[src/rtl/psum_drain_pkg.sv]
// Shared definitions for the column-bottom partial-sum drain: width codes,
// FSM state encoding and the lane-count decode used by the top level.
package psum_drain_pkg;

    localparam logic [3:0] W8 = 4'b1000;
    localparam logic [3:0] W4 = 4'b0100;
    localparam logic [3:0] W2 = 4'b0010;
    localparam logic [3:0] W1 = 4'b0001;

    typedef enum logic {
        IDLE,
        ACCUM
    } state_e;

    // Any code that is not W8/W4 (including illegal ones) is handled in four-lane mode
    function automatic logic [2:0] lane_count(input logic [3:0] width);
        logic [2:0] lanes;
        case (width)
            W8:      lanes = 3'd1;
            W4:      lanes = 3'd2;
            default: lanes = 3'd4;
        endcase
        return lanes;
    endfunction

    function automatic logic width_valid(input logic [3:0] width);
        return (width == W8) || (width == W4) || (width == W2) || (width == W1);
    endfunction

endpackage

[src/rtl/psum_drain_if.sv]
// Handshake bundle between the array column, the drain and the writeback path.
// master drives beats and consumes results; slave is the drain itself.
interface psum_drain_if #(
    parameter int COL_WIDTH = 11,
    parameter int ACC_WIDTH = 48
);
    logic [4*COL_WIDTH-1:0] psum_in;
    logic                   psum_valid;
    logic                   psum_ready;
    logic [3:0]             in_width;
    logic                   is_signed;
    logic [7:0]             acc_len;
    logic                   flush;
    logic [4*ACC_WIDTH-1:0] out_data;
    logic [3:0]             out_width;
    logic                   out_valid;
    logic                   out_ready;
    logic                   ovf;
    logic                   cfg_err;

    modport master (
        output psum_in, psum_valid, in_width, is_signed, acc_len, flush, out_ready,
        input  psum_ready, out_data, out_width, out_valid, ovf, cfg_err
    );

    modport slave (
        input  psum_in, psum_valid, in_width, is_signed, acc_len, flush, out_ready,
        output psum_ready, out_data, out_width, out_valid, ovf, cfg_err
    );
endinterface

[src/rtl/psum_drain_fifo.sv]
// Small synchronous result FIFO. A push into a full FIFO is accepted only
// when a pop happens in the same cycle; storage resets to zero.
module psum_fifo #(
    parameter int WIDTH = 8,
    parameter int DEPTH = 2
) (
    input  logic             clk,
    input  logic             rst_n,
    input  logic             push_i,
    input  logic [WIDTH-1:0] data_i,
    input  logic             pop_i,
    output logic [WIDTH-1:0] data_o,
    output logic             full_o,
    output logic             empty_o
);
    localparam int AW = (DEPTH > 1) ? $clog2(DEPTH) : 1;
    localparam logic [AW:0] FULL_COUNT = (AW+1)'(DEPTH);

    logic [WIDTH-1:0] mem_q [DEPTH];
    logic [AW-1:0]    wrPtr_q;
    logic [AW-1:0]    rdPtr_q;
    logic [AW:0]      count_q;
    logic             doPush;
    logic             doPop;

    assign full_o  = (count_q == FULL_COUNT);
    assign empty_o = (count_q == '0);
    assign doPop   = pop_i && !empty_o;
    assign doPush  = push_i && (!full_o || doPop);
    assign data_o  = mem_q[rdPtr_q];

    // DEPTH is a power of two, so the pointers wrap naturally
    always_ff @(posedge clk or negedge rst_n) begin
        if (!rst_n) begin
            for (int i = 0; i < DEPTH; i++) begin
                mem_q[i] <= '0;
            end
            wrPtr_q <= '0;
            rdPtr_q <= '0;
            count_q <= '0;
        end else begin
            if (doPush) begin
                mem_q[wrPtr_q] <= data_i;
                wrPtr_q        <= wrPtr_q + 1'b1;
            end
            if (doPop) begin
                rdPtr_q <= rdPtr_q + 1'b1;
            end
            case ({doPush, doPop})
                2'b10:   count_q <= count_q + 1'b1;
                2'b01:   count_q <= count_q - 1'b1;
                default: count_q <= count_q;
            endcase
        end
    end

endmodule

[src/rtl/psum_drain.sv]
// Column-bottom partial-sum collector: unpacks beats into 1/2/4 lanes, accumulates
// acc_len beats per lane and queues results. Define PSUM_DRAIN_SAT_EN to saturate on overflow.
module psum_drain
    import psum_drain_pkg::*;
#(
    parameter int COL_WIDTH = 11,
    parameter int ACC_WIDTH = 48,
    parameter int DEPTH     = 2
) (
    input  logic         clk,
    input  logic         rst_n,
    psum_drain_if.slave  bus
);
    localparam int FW = 4 + 4*ACC_WIDTH;

    typedef logic [ACC_WIDTH-1:0] acc_t;

    state_e       state_q, state_d;
    logic [7:0]   count_q, count_d;
    logic [7:0]   len_q, len_d;
    logic [3:0]   width_q, width_d;
    logic         signed_q, signed_d;
    acc_t         acc_q [4];
    acc_t         acc_d [4];
    logic         ovf_q, ovf_d;
    logic         cfgErr_q, cfgErr_d;

    logic                   fifoFull;
    logic                   fifoEmpty;
    logic                   accept;
    logic                   push;
    logic [FW-1:0]          pushData;
    logic [FW-1:0]          headData;
    logic [3:0]             curWidth;
    logic                   curSigned;
    logic [7:0]             curLen;
    logic [7:0]             effLen;
    logic [7:0]             nextCount;
    logic [2*COL_WIDTH-1:0] half;
    logic [COL_WIDTH-1:0]   quarter;
    acc_t                   laneExt [4];
    acc_t                   laneSum [4];
    acc_t                   base;
    logic [ACC_WIDTH:0]     wide;
    logic [3:0]             laneOvf;

    assign bus.psum_ready = !fifoFull;
    assign accept         = bus.psum_valid && !fifoFull;

    // The opening beat uses the port configuration; later beats use the latched copy
    always_comb begin
        curWidth  = (state_q == IDLE) ? bus.in_width  : width_q;
        curSigned = (state_q == IDLE) ? bus.is_signed : signed_q;
        curLen    = (state_q == IDLE) ? bus.acc_len   : len_q;
        effLen    = (curLen == 8'd0) ? 8'd1 : curLen;
        nextCount = (state_q == IDLE) ? 8'd1 : count_q + 8'd1;
    end

    always_comb begin
        for (int i = 0; i < 4; i++) begin
            laneExt[i] = '0;
        end
        half    = '0;
        quarter = '0;
        case (lane_count(curWidth))
            3'd1: begin
                laneExt[0] = curSigned ? acc_t'($signed(bus.psum_in)) : acc_t'(bus.psum_in);
            end
            3'd2: begin
                for (int i = 0; i < 2; i++) begin
                    half       = bus.psum_in[i*2*COL_WIDTH +: 2*COL_WIDTH];
                    laneExt[i] = curSigned ? acc_t'($signed(half)) : acc_t'(half);
                end
            end
            default: begin
                for (int i = 0; i < 4; i++) begin
                    quarter    = bus.psum_in[i*COL_WIDTH +: COL_WIDTH];
                    laneExt[i] = curSigned ? acc_t'($signed(quarter)) : acc_t'(quarter);
                end
            end
        endcase
    end

    // Opening beat adds onto zero, which is the same as loading the beat
    always_comb begin
        base = '0;
        wide = '0;
        for (int i = 0; i < 4; i++) begin
            base       = (state_q == IDLE) ? '0 : acc_q[i];
            wide       = {1'b0, base} + {1'b0, laneExt[i]};
            laneOvf[i] = curSigned ? ((base[ACC_WIDTH-1] == laneExt[i][ACC_WIDTH-1]) &&
                                      (wide[ACC_WIDTH-1] != base[ACC_WIDTH-1]))
                                   : wide[ACC_WIDTH];
            laneSum[i] = wide[ACC_WIDTH-1:0];
`ifdef PSUM_DRAIN_SAT_EN
            if (laneOvf[i]) begin
                laneSum[i] = curSigned ? {base[ACC_WIDTH-1], {(ACC_WIDTH-1){~base[ACC_WIDTH-1]}}}
                                       : '1;
            end
`endif
        end
    end

    always_comb begin
        pushData = '0;
        pushData[FW-1 -: 4] = curWidth;
        for (int i = 0; i < 4; i++) begin
            pushData[i*ACC_WIDTH +: ACC_WIDTH] = laneSum[i];
        end
    end

    always_comb begin
        state_d  = state_q;
        count_d  = count_q;
        len_d    = len_q;
        width_d  = width_q;
        signed_d = signed_q;
        ovf_d    = ovf_q;
        cfgErr_d = cfgErr_q;
        push     = 1'b0;
        for (int i = 0; i < 4; i++) begin
            acc_d[i] = acc_q[i];
        end

        if (bus.flush) begin
            state_d = IDLE;
            count_d = '0;
            for (int i = 0; i < 4; i++) begin
                acc_d[i] = '0;
            end
        end else if (accept) begin
            if (state_q == IDLE) begin
                width_d  = bus.in_width;
                signed_d = bus.is_signed;
                len_d    = bus.acc_len;
                cfgErr_d = cfgErr_q | !width_valid(bus.in_width);
            end
            ovf_d = ovf_q | (|laneOvf);
            if (nextCount >= effLen) begin
                push    = 1'b1;
                state_d = IDLE;
                count_d = '0;
                for (int i = 0; i < 4; i++) begin
                    acc_d[i] = '0;
                end
            end else begin
                state_d = ACCUM;
                count_d = nextCount;
                for (int i = 0; i < 4; i++) begin
                    acc_d[i] = laneSum[i];
                end
            end
        end
    end

    always_ff @(posedge clk or negedge rst_n) begin
        if (!rst_n) begin
            state_q  <= IDLE;
            count_q  <= '0;
            len_q    <= '0;
            width_q  <= '0;
            signed_q <= 1'b0;
            ovf_q    <= 1'b0;
            cfgErr_q <= 1'b0;
            for (int i = 0; i < 4; i++) begin
                acc_q[i] <= '0;
            end
        end else begin
            state_q  <= state_d;
            count_q  <= count_d;
            len_q    <= len_d;
            width_q  <= width_d;
            signed_q <= signed_d;
            ovf_q    <= ovf_d;
            cfgErr_q <= cfgErr_d;
            for (int i = 0; i < 4; i++) begin
                acc_q[i] <= acc_d[i];
            end
        end
    end

    psum_fifo #(
        .WIDTH (FW),
        .DEPTH (DEPTH)
    ) u_fifo (
        .clk     (clk),
        .rst_n   (rst_n),
        .push_i  (push),
        .data_i  (pushData),
        .pop_i   (bus.out_ready),
        .data_o  (headData),
        .full_o  (fifoFull),
        .empty_o (fifoEmpty)
    );

    assign bus.out_valid = !fifoEmpty;
    assign bus.out_data  = headData[4*ACC_WIDTH-1:0];
    assign bus.out_width = headData[FW-1 -: 4];
    assign bus.ovf       = ovf_q;
    assign bus.cfg_err   = cfgErr_q;

endmodule
[src/flat_wrapper.sv]
// flat-port wrapper written by rule: the top's interface ports become plain ports
module psum_drain_flat import psum_drain_pkg::*;
#(
    parameter int COL_WIDTH = 11,
    parameter int ACC_WIDTH = 48,
    parameter int DEPTH     = 2
)
  (clk, rst_n, bus_psum_in, bus_psum_valid, bus_in_width, bus_is_signed, bus_acc_len, bus_flush, bus_out_ready, bus_psum_ready, bus_out_data, bus_out_width, bus_out_valid, bus_ovf, bus_cfg_err);
  psum_drain_if #(.COL_WIDTH(COL_WIDTH), .ACC_WIDTH(ACC_WIDTH)) bus_i ();
  input  logic clk;
  input  logic rst_n;
  input wire logic [$bits(bus_i.psum_in)-1:0] bus_psum_in;
  input wire logic [$bits(bus_i.psum_valid)-1:0] bus_psum_valid;
  input wire logic [$bits(bus_i.in_width)-1:0] bus_in_width;
  input wire logic [$bits(bus_i.is_signed)-1:0] bus_is_signed;
  input wire logic [$bits(bus_i.acc_len)-1:0] bus_acc_len;
  input wire logic [$bits(bus_i.flush)-1:0] bus_flush;
  input wire logic [$bits(bus_i.out_ready)-1:0] bus_out_ready;
  output wire logic [$bits(bus_i.psum_ready)-1:0] bus_psum_ready;
  output wire logic [$bits(bus_i.out_data)-1:0] bus_out_data;
  output wire logic [$bits(bus_i.out_width)-1:0] bus_out_width;
  output wire logic [$bits(bus_i.out_valid)-1:0] bus_out_valid;
  output wire logic [$bits(bus_i.ovf)-1:0] bus_ovf;
  output wire logic [$bits(bus_i.cfg_err)-1:0] bus_cfg_err;
  assign bus_i.psum_in = bus_psum_in;
  assign bus_i.psum_valid = bus_psum_valid;
  assign bus_i.in_width = bus_in_width;
  assign bus_i.is_signed = bus_is_signed;
  assign bus_i.acc_len = bus_acc_len;
  assign bus_i.flush = bus_flush;
  assign bus_i.out_ready = bus_out_ready;
  assign bus_psum_ready = bus_i.psum_ready;
  assign bus_out_data = bus_i.out_data;
  assign bus_out_width = bus_i.out_width;
  assign bus_out_valid = bus_i.out_valid;
  assign bus_ovf = bus_i.ovf;
  assign bus_cfg_err = bus_i.cfg_err;
  psum_drain #(.COL_WIDTH(COL_WIDTH), .ACC_WIDTH(ACC_WIDTH), .DEPTH(DEPTH)) u_core (.clk(clk), .rst_n(rst_n), .bus(bus_i));
endmodule
[config.mk]
export PLATFORM = sky130hd
export DESIGN_NAME = psum_drain_flat
export DESIGN_NICKNAME = d
export VERILOG_FILES = /design/src/rtl/psum_drain_pkg.sv /design/src/rtl/psum_drain_if.sv /design/src/rtl/psum_drain_fifo.sv /design/src/rtl/psum_drain.sv /design/src/flat_wrapper.sv
export SDC_FILE = /design/constraint.sdc
export NUM_CORES = 2
export LEC_CHECK = 0
export ABC_AREA = 0
export CAP_MARGIN = 20
export CORE_ASPECT_RATIO = 1.2
export CORE_UTILIZATION = 44
export CTS_CLUSTER_SIZE = 14
export DETAILED_ROUTE_END_ITERATION = 8
export GPL_TIMING_DRIVEN = 0
export PLACE_DENSITY_LB_ADDON = 0.08
export SLEW_MARGIN = 20
export SYNTH_ARGS = -nofsm -noshare
export SYNTH_HDL_FRONTEND = slang
export SYNTH_SLANG_ARGS = --single-unit
export TNS_END_PERCENT = 30
[constraint.sdc]
create_clock -name clk -period 5.65 [get_ports clk]
set_input_delay 1.13 -clock clk [delete_from_list [all_inputs] [get_ports clk]]
set_output_delay 1.13 -clock clk [all_outputs]
set_load 0.1 [all_outputs]
==> flow_summary.toml <==
[sta]
rsz0062_at_grt = "yes"
fin_crit_ns = 5.59
hold_viol = 0
setup_viol = 0
clock.fmax_ghz = 0.179
skew_ns = 0.0285
worstMarginPinSlew_ns = 1.18
relSlewSlack_pct = 21.5
whs_ns = 0.386
tns_ns = 0
report.final.slew_viol_count = 0
min_period_over_period_pct = 98.9

[placement]
dpl-instance-area_sq_mm = 0.0425
dp_hpwl_mm = 96.2
gp_congestion = 0.952
dpl.cell_count = 5638
placement.io_buffers = 261

[layout]
layout_common_cells = "nand2_1 (996), dfrtp_1 (611), mux2_2 (279)"
layout.cells.non_filler = 5790
multi_input_area_sq_mm = 0.0223
postLayoutCoreUtil_pct = 53.7
postLayoutCellArea_sq_mm = 0.0458
fill_cells = 7955
final_nets = 4874
layout_commonest_cell = "nand2_1"
synthToLayoutAreaGrowth_pct = 20.1
seqCellArea_sq_mm = 0.0153
drive_gt1_share_pct = 12.5

[setup_path]
worstSetupStartpointType = "register"
path_class = "register to register"
cp.required_ns = 6.15
cp_max_fo = 10
critPathArrivalTime_ns = 6.09
cp-startpoint = "u_core.state_q"
worstSetupEndpoint = "u_core.u_fifo.mem_q[237]"
r2r_end = "u_core.u_fifo.mem_q[237]"
rrSetupSlack_ns = 0.06
r2r_cells = 21
end_kind = "register"
r2r_start = "u_core.state_q"

[logic_synthesis]
synth_edf_count = 0
ys_types = 86
syn_area_per_cell_sq_um = 9.01
ys.flop_type = "dfrtp_1"
syn_inst = 4234
syn_area_sq_mm = 0.0382
synthArstFlopShare_pct = 100
synth_nets = 4504
yosysWarnings = 0
yosysSeqAreaShare_pct = 40.1
synth_seq_cells = 612

[clocking]
clock_latency_ns = 0.64
cts.sinks = 612
clock-root-buffer = "clkbuf_16"
clock_path_buffers = 3
htreeDepth = 3
cts_buffers = 71
path_clk_slew_ns = 0.07
cts_tree = "built"

[floorplan]
ios = 262
fp.dieH_microns = 325
core_sq_mm = 0.0853
start_util_pct = 44.7
rows = 117
die_area_sq_mm = 0.0879
die_width_microns = 271

[pwr]
irDropWorstVdd_v = 0.000310
p_leak_nw = 22.7
p_per_area_mw_per_mm2 = 381

[drt]
drt_iter0_markers = 2553
wl_met2_mm = 60.7
wl_met1_mm = 56.6
wl_met3_mm = 6.37
top_layer_used = "met5"
post_drt_wl_per_cell_microns = 22.2
drt-vias-per-instance = 5.67
drtAntennaViolNets = 0
drc = 0
drt-total-wl_mm = 129
drtPass1Iterations = 6
vias = 32800

[run]
drv_cap = 0

[global_routing]
grt_pass1_vias = 32300
grt_usage_pct = 29.0
grt_max_degree = 97
antenna_found_initial = 7
grt_pass1_wl_mm = 196
gr-total-overflow = 0

[run_status]
outcome = "finished, final reports clean"

[worst_hold_path]
hold_path.class = "input pin to asynchronous set/reset pin"
## worst max-delay path, cell delays in order, from the launching register on
cell and delay (ns):
dfrtp_2 0.46, clkbuf_8 0.20, clkbuf_8 0.20, nor3b_1 0.29
o21a_4 0.21, inv_1 0.05, ha_1 0.21, or2_2 0.32
clkbuf_2 0.18, a21oi_1 0.18, nor2_1 0.13, ha_1 0.41
o21ai_0 0.15, o2bb2ai_1 0.18, or4_1 0.61, a211oi_2 0.33
nor4_2 0.10, o211a_1 0.26, o21bai_1 0.27, a21oi_1 0.16
xnor2_2 0.22, mux2_2 0.30
## Yosys cell counts, types with 69 or more instances
library cell / n / share of area (%)
nand3_1: 69 / 0.91
mux2_2: 279 / 8.2
a21oi_1: 250 / 3.3
dfrtp_1: 612 / 40
nand2_1: 999 / 9.8
xnor2_1: 123 / 2.8
o21ai_0: 195 / 2.6
ha_1: 204 / 6.7
a22o_1: 179 / 4.1
a21o_1: 124 / 2.4
and2_1: 237 / 3.9
nor2_1: 148 / 1.5
clkbuf_1: 220 / 2.2
## final cells by class
| cell class | count | area share, % |
|---|---|---|
| plain buffers | 236 | 2.13 |
| diodes | 1 | 0.00546 |
| clock inverters | 37 | 1.11 |
| repair buffers | 296 | 6.79 |
| flip-flops and latches | 612 | 33.4 |
| inverters | 58 | 0.475 |
| clock buffers | 91 | 4.40 |
| well taps | 1130 | 3.09 |
| multi-input cells | 3329 | 48.6 |
## power breakdown
group / total [mW] / internal, mW / switching (mW)
Sequential: 5.33 / 5.00 / 0.329
Combinational: 7.06 / 2.15 / 4.91
Clock: 5.05 / 3.04 / 2.01
Total: 17.4 / 10.2 / 7.24
## repair_timing
| item | CTS | global route |
|---|---|---|
| setup endpoints to repair | 514 | 114 |
| pin swaps | 12 | 16 |
| cloned | 2 | 0 |
| resized for setup | 85 | 56 |
| hold buffers | 0 | 0 |
| buffers inserted | 17 | 5 |
## sequential cells by signal, summed over array words and instances (netlist names)
signal                 cells
u_core.u_fifo.mem_q      392
u_core.acc_q             192
u_core.count_q             8
u_core.len_q               8
u_core.width_q             4
u_core.u_fifo.count_q      2
u_core.bus.cfg_err         1
u_core.bus.ovf             1
u_core.signed_q            1
u_core.state_q             1
u_core.u_fifo.rdPtr_q      1
u_core.u_fifo.wrPtr_q      1
## layer usage
layer | vias up | GRT usage, %
met5 | - | 0
met4 | 4 | 10.3
met3 | 219 | 3.35
met2 | 894 | 47.9
met1 | 16100 | 39.1
li1 | 15600 | -
## through the flow
stage,setup slack [ns],total power [mW]
2_1_floorplan,-0.164,10.1
3_3_place_gp,-25.20,12.2
3_5_place_dp,-2.26,12.3
4_1_cts,0.000840,17.5
5_1_grt,-0.0313,18.2
6_report,0.0623,17.4
## logic make-up (layout without fill, tap and decap cells)
family,after synthesis,in the layout,synth area share [%]
compound gates,1008,1009,18.1
buf+inv,295,718,2.93
other cells,0,1,0
xor+xnor,178,178,4.09
simple gates,1634,1635,19.1
mux,299,299,8.76
flops,612,612,40.1
fa+ha+maj,208,208,6.90
## worst min-delay path by stage
stage,from,endpoint,slack [ns],cells past startpoint
6_report,rst_n,u_core.u_fifo.mem_q[115],0.39,1
5_1_grt,rst_n,u_core.u_fifo.mem_q[313],0.40,1
4_1_cts,rst_n,u_core.u_fifo.mem_q[115],0.37,1
3_5_place_dp,u_core.bus.cfg_err,u_core.bus.cfg_err,0.45,1
3_3_place_gp,u_core.u_fifo.mem_q[381],u_core.u_fifo.mem_q[381],0.45,2
2_1_floorplan,u_core.u_fifo.mem_q[185],u_core.u_fifo.mem_q[185],0.43,2
Power figures use the tool's default switching activity.
==> edit (same settings) <==
Build with the macro `PSUM_DRAIN_SAT_EN` defined.
--- a/src/rtl/psum_drain.sv
+++ b/src/rtl/psum_drain.sv
@@ -1,5 +1,7 @@
 // Column-bottom partial-sum collector: unpacks beats into 1/2/4 lanes, accumulates
 // acc_len beats per lane and queues results. Define PSUM_DRAIN_SAT_EN to saturate on overflow.
+`define PSUM_DRAIN_SAT_EN
+
 module psum_drain
     import psum_drain_pkg::*;
 #(
Check against the original RTL: not settled (the Yosys comparison gave no result); the edit may change what the design does.
==> edit against the unedited design <==
- sequential power down 4.7%
- sequential cell count unchanged
- area after synthesis up 2.2%
- total power down 9.3%
- final area up 1.6%
- die area up 2.1%
- clock power down 11%
- wire length down 1.4%
- worst setup slack better by 0.012 ns
- utilization down 0.61 points
==> edit: results (changes against the unedited design) <==
Pre-CTS setup slack - -2.21 ns (was -2.26 ns)
Unique masters post-synth - 87 (was 86)
Reg2Reg Depth - 22 (was 21)
Compound-cell area share of the yosys netlist - 23.5% (was 18.1%)
Final Worst Setup Slack - 0.0744 ns (was 0.0623 ns)
First-pass GRT wire length - 197000 microns (was 196000 microns)
Num CTS Buffers - 67 (was 71)
DR WL/cell - 20.9 microns (was 22.2 microns)
Area after DPL - 43300 sq um (was 42500 sq um)
Register-to-register setup slack - 0.15 ns (was 0.06 ns)
Post-Route Skew - 0.0318 ns (was 0.0285 ns)
Lkg Pwr - 21.3 nW (was 22.7 nW)
Reg clk slew, reported paths - 0.06 ns
Non-clock buffers - 575 (was 532)
Post-synth net total - 4806 (was 4504)
Placed Cells - 5955 (was 5638)
Xor-xnor portion of the synthesized cell area - 4.04% (was 4.09%)
Final #Nets - 5150 (was 4874)
# clk buffers - 90 (was 91)
Multi-input gates - 3563 (was 3329)
Synth area leaders - dfrtp_1 39%, o21ai_0 8.6%, nand2_1 7.7% (was dfrtp_1 40%, nand2_1 9.8%, mux2_2 8.2%)
Antenna Cells - 3 (was 1)
Fill count - 8424 (was 7955)
Post-synthesis sequential area ratio - 39.3% (was 40.1%)
Peak supply drop - 0.340 mV (was 0.310 mV)
Critical Path Start - u_core.u_fifo.rdPtr_q (was u_core.state_q)
Post-detail-place hpwl - 94600 microns (was 96200 microns)
Post-Synth Adder-Cell Area - 6.75% (was 6.90%)
Slew headroom - 22.7% (was 21.5%)
Logic inverters - 61 (was 58)
Commonest cells post-synth - 799 x nand2_1, 669 x o21ai_0, 612 x dfrtp_1 (was 999 x nand2_1, 612 x dfrtp_1, 279 x mux2_2)
Post-Synthesis Cells - 4536 (was 4234)
Critical Path End - bus_out_data[138] (was u_core.u_fifo.mem_q[237])
Arrival @ worst endpoint - 4.45 ns (was 6.09 ns)
Avg Vias per Cell - 5.70 (was 5.67)
Hold WS - 0.471 ns (was 0.386 ns)
Largest delay contributor family on the critical path - buffers and inverters (was compound AO/OA/AOI/OAI gates)
Number of DRC markers in iteration 0 - 2600 (was 2553)
FF+latch count, synth - 612 (unchanged)
Clock-cell share - 4.69% (was 5.51%)
Mux share of post-synthesis cell area - 6.39% (was 8.76%)
Fraction of area in multi-input gates - 49.4% (was 48.6%)
Critical Path Max Stage Delay - 1.12 ns (was 0.61 ns)
All-Layer GR Usage - 28.1% (was 29.0%)
Fraction of layout instances using a drive strength above 1 - 13.0% (was 12.5%)
Outcome - completed (unchanged)
Final Wtd Congestion - 0.936 (was 0.952)
Critical R2R Capture - u_core.u_fifo.mem_q[290] (was u_core.u_fifo.mem_q[237])
Non-Clock Buffer Area Fraction - 9.38% (was 8.92%)
Vias - 34600 (was 32800)
Vias in the first global route - 34000 (was 32300)
edit: metal layers:
layer / part of all wire (%) / track usage, %
met5: 0.013 / 0
met4: 3.1 / 9.97
met3: 6.0 / 4.58
met2: 46 / 45.1
met1: 45 / 38.0
edit: repair_timing:
action                     4_1_cts  5_1_grt
gates resized for setup        161      144
setup endpoints to repair      610      592
cloned                           4        0
pin swaps                       12       18
hold buffers                     0        0
buffers inserted                19       11
edit: power by group:
| part | total, mW | leakage (nW) | switching (mW) | internal (mW) |
|---|---|---|---|---|
| clock network | 4.49 | 1.08 | 1.88 | 2.61 |
| logic | 6.25 | 11.8 | 4.20 | 2.05 |
| registers | 5.08 | 8.42 | 0.247 | 4.83 |
edit: stage by stage:
step / util, % / power [mW]
floorplan: - / 9.22
global placement: 49.1 / 11.0
detailed placement: 49.4 / 11.1
CTS: 52.5 / 15.8
global route: 53.1 / 16.6
finish: 53.1 / 15.8
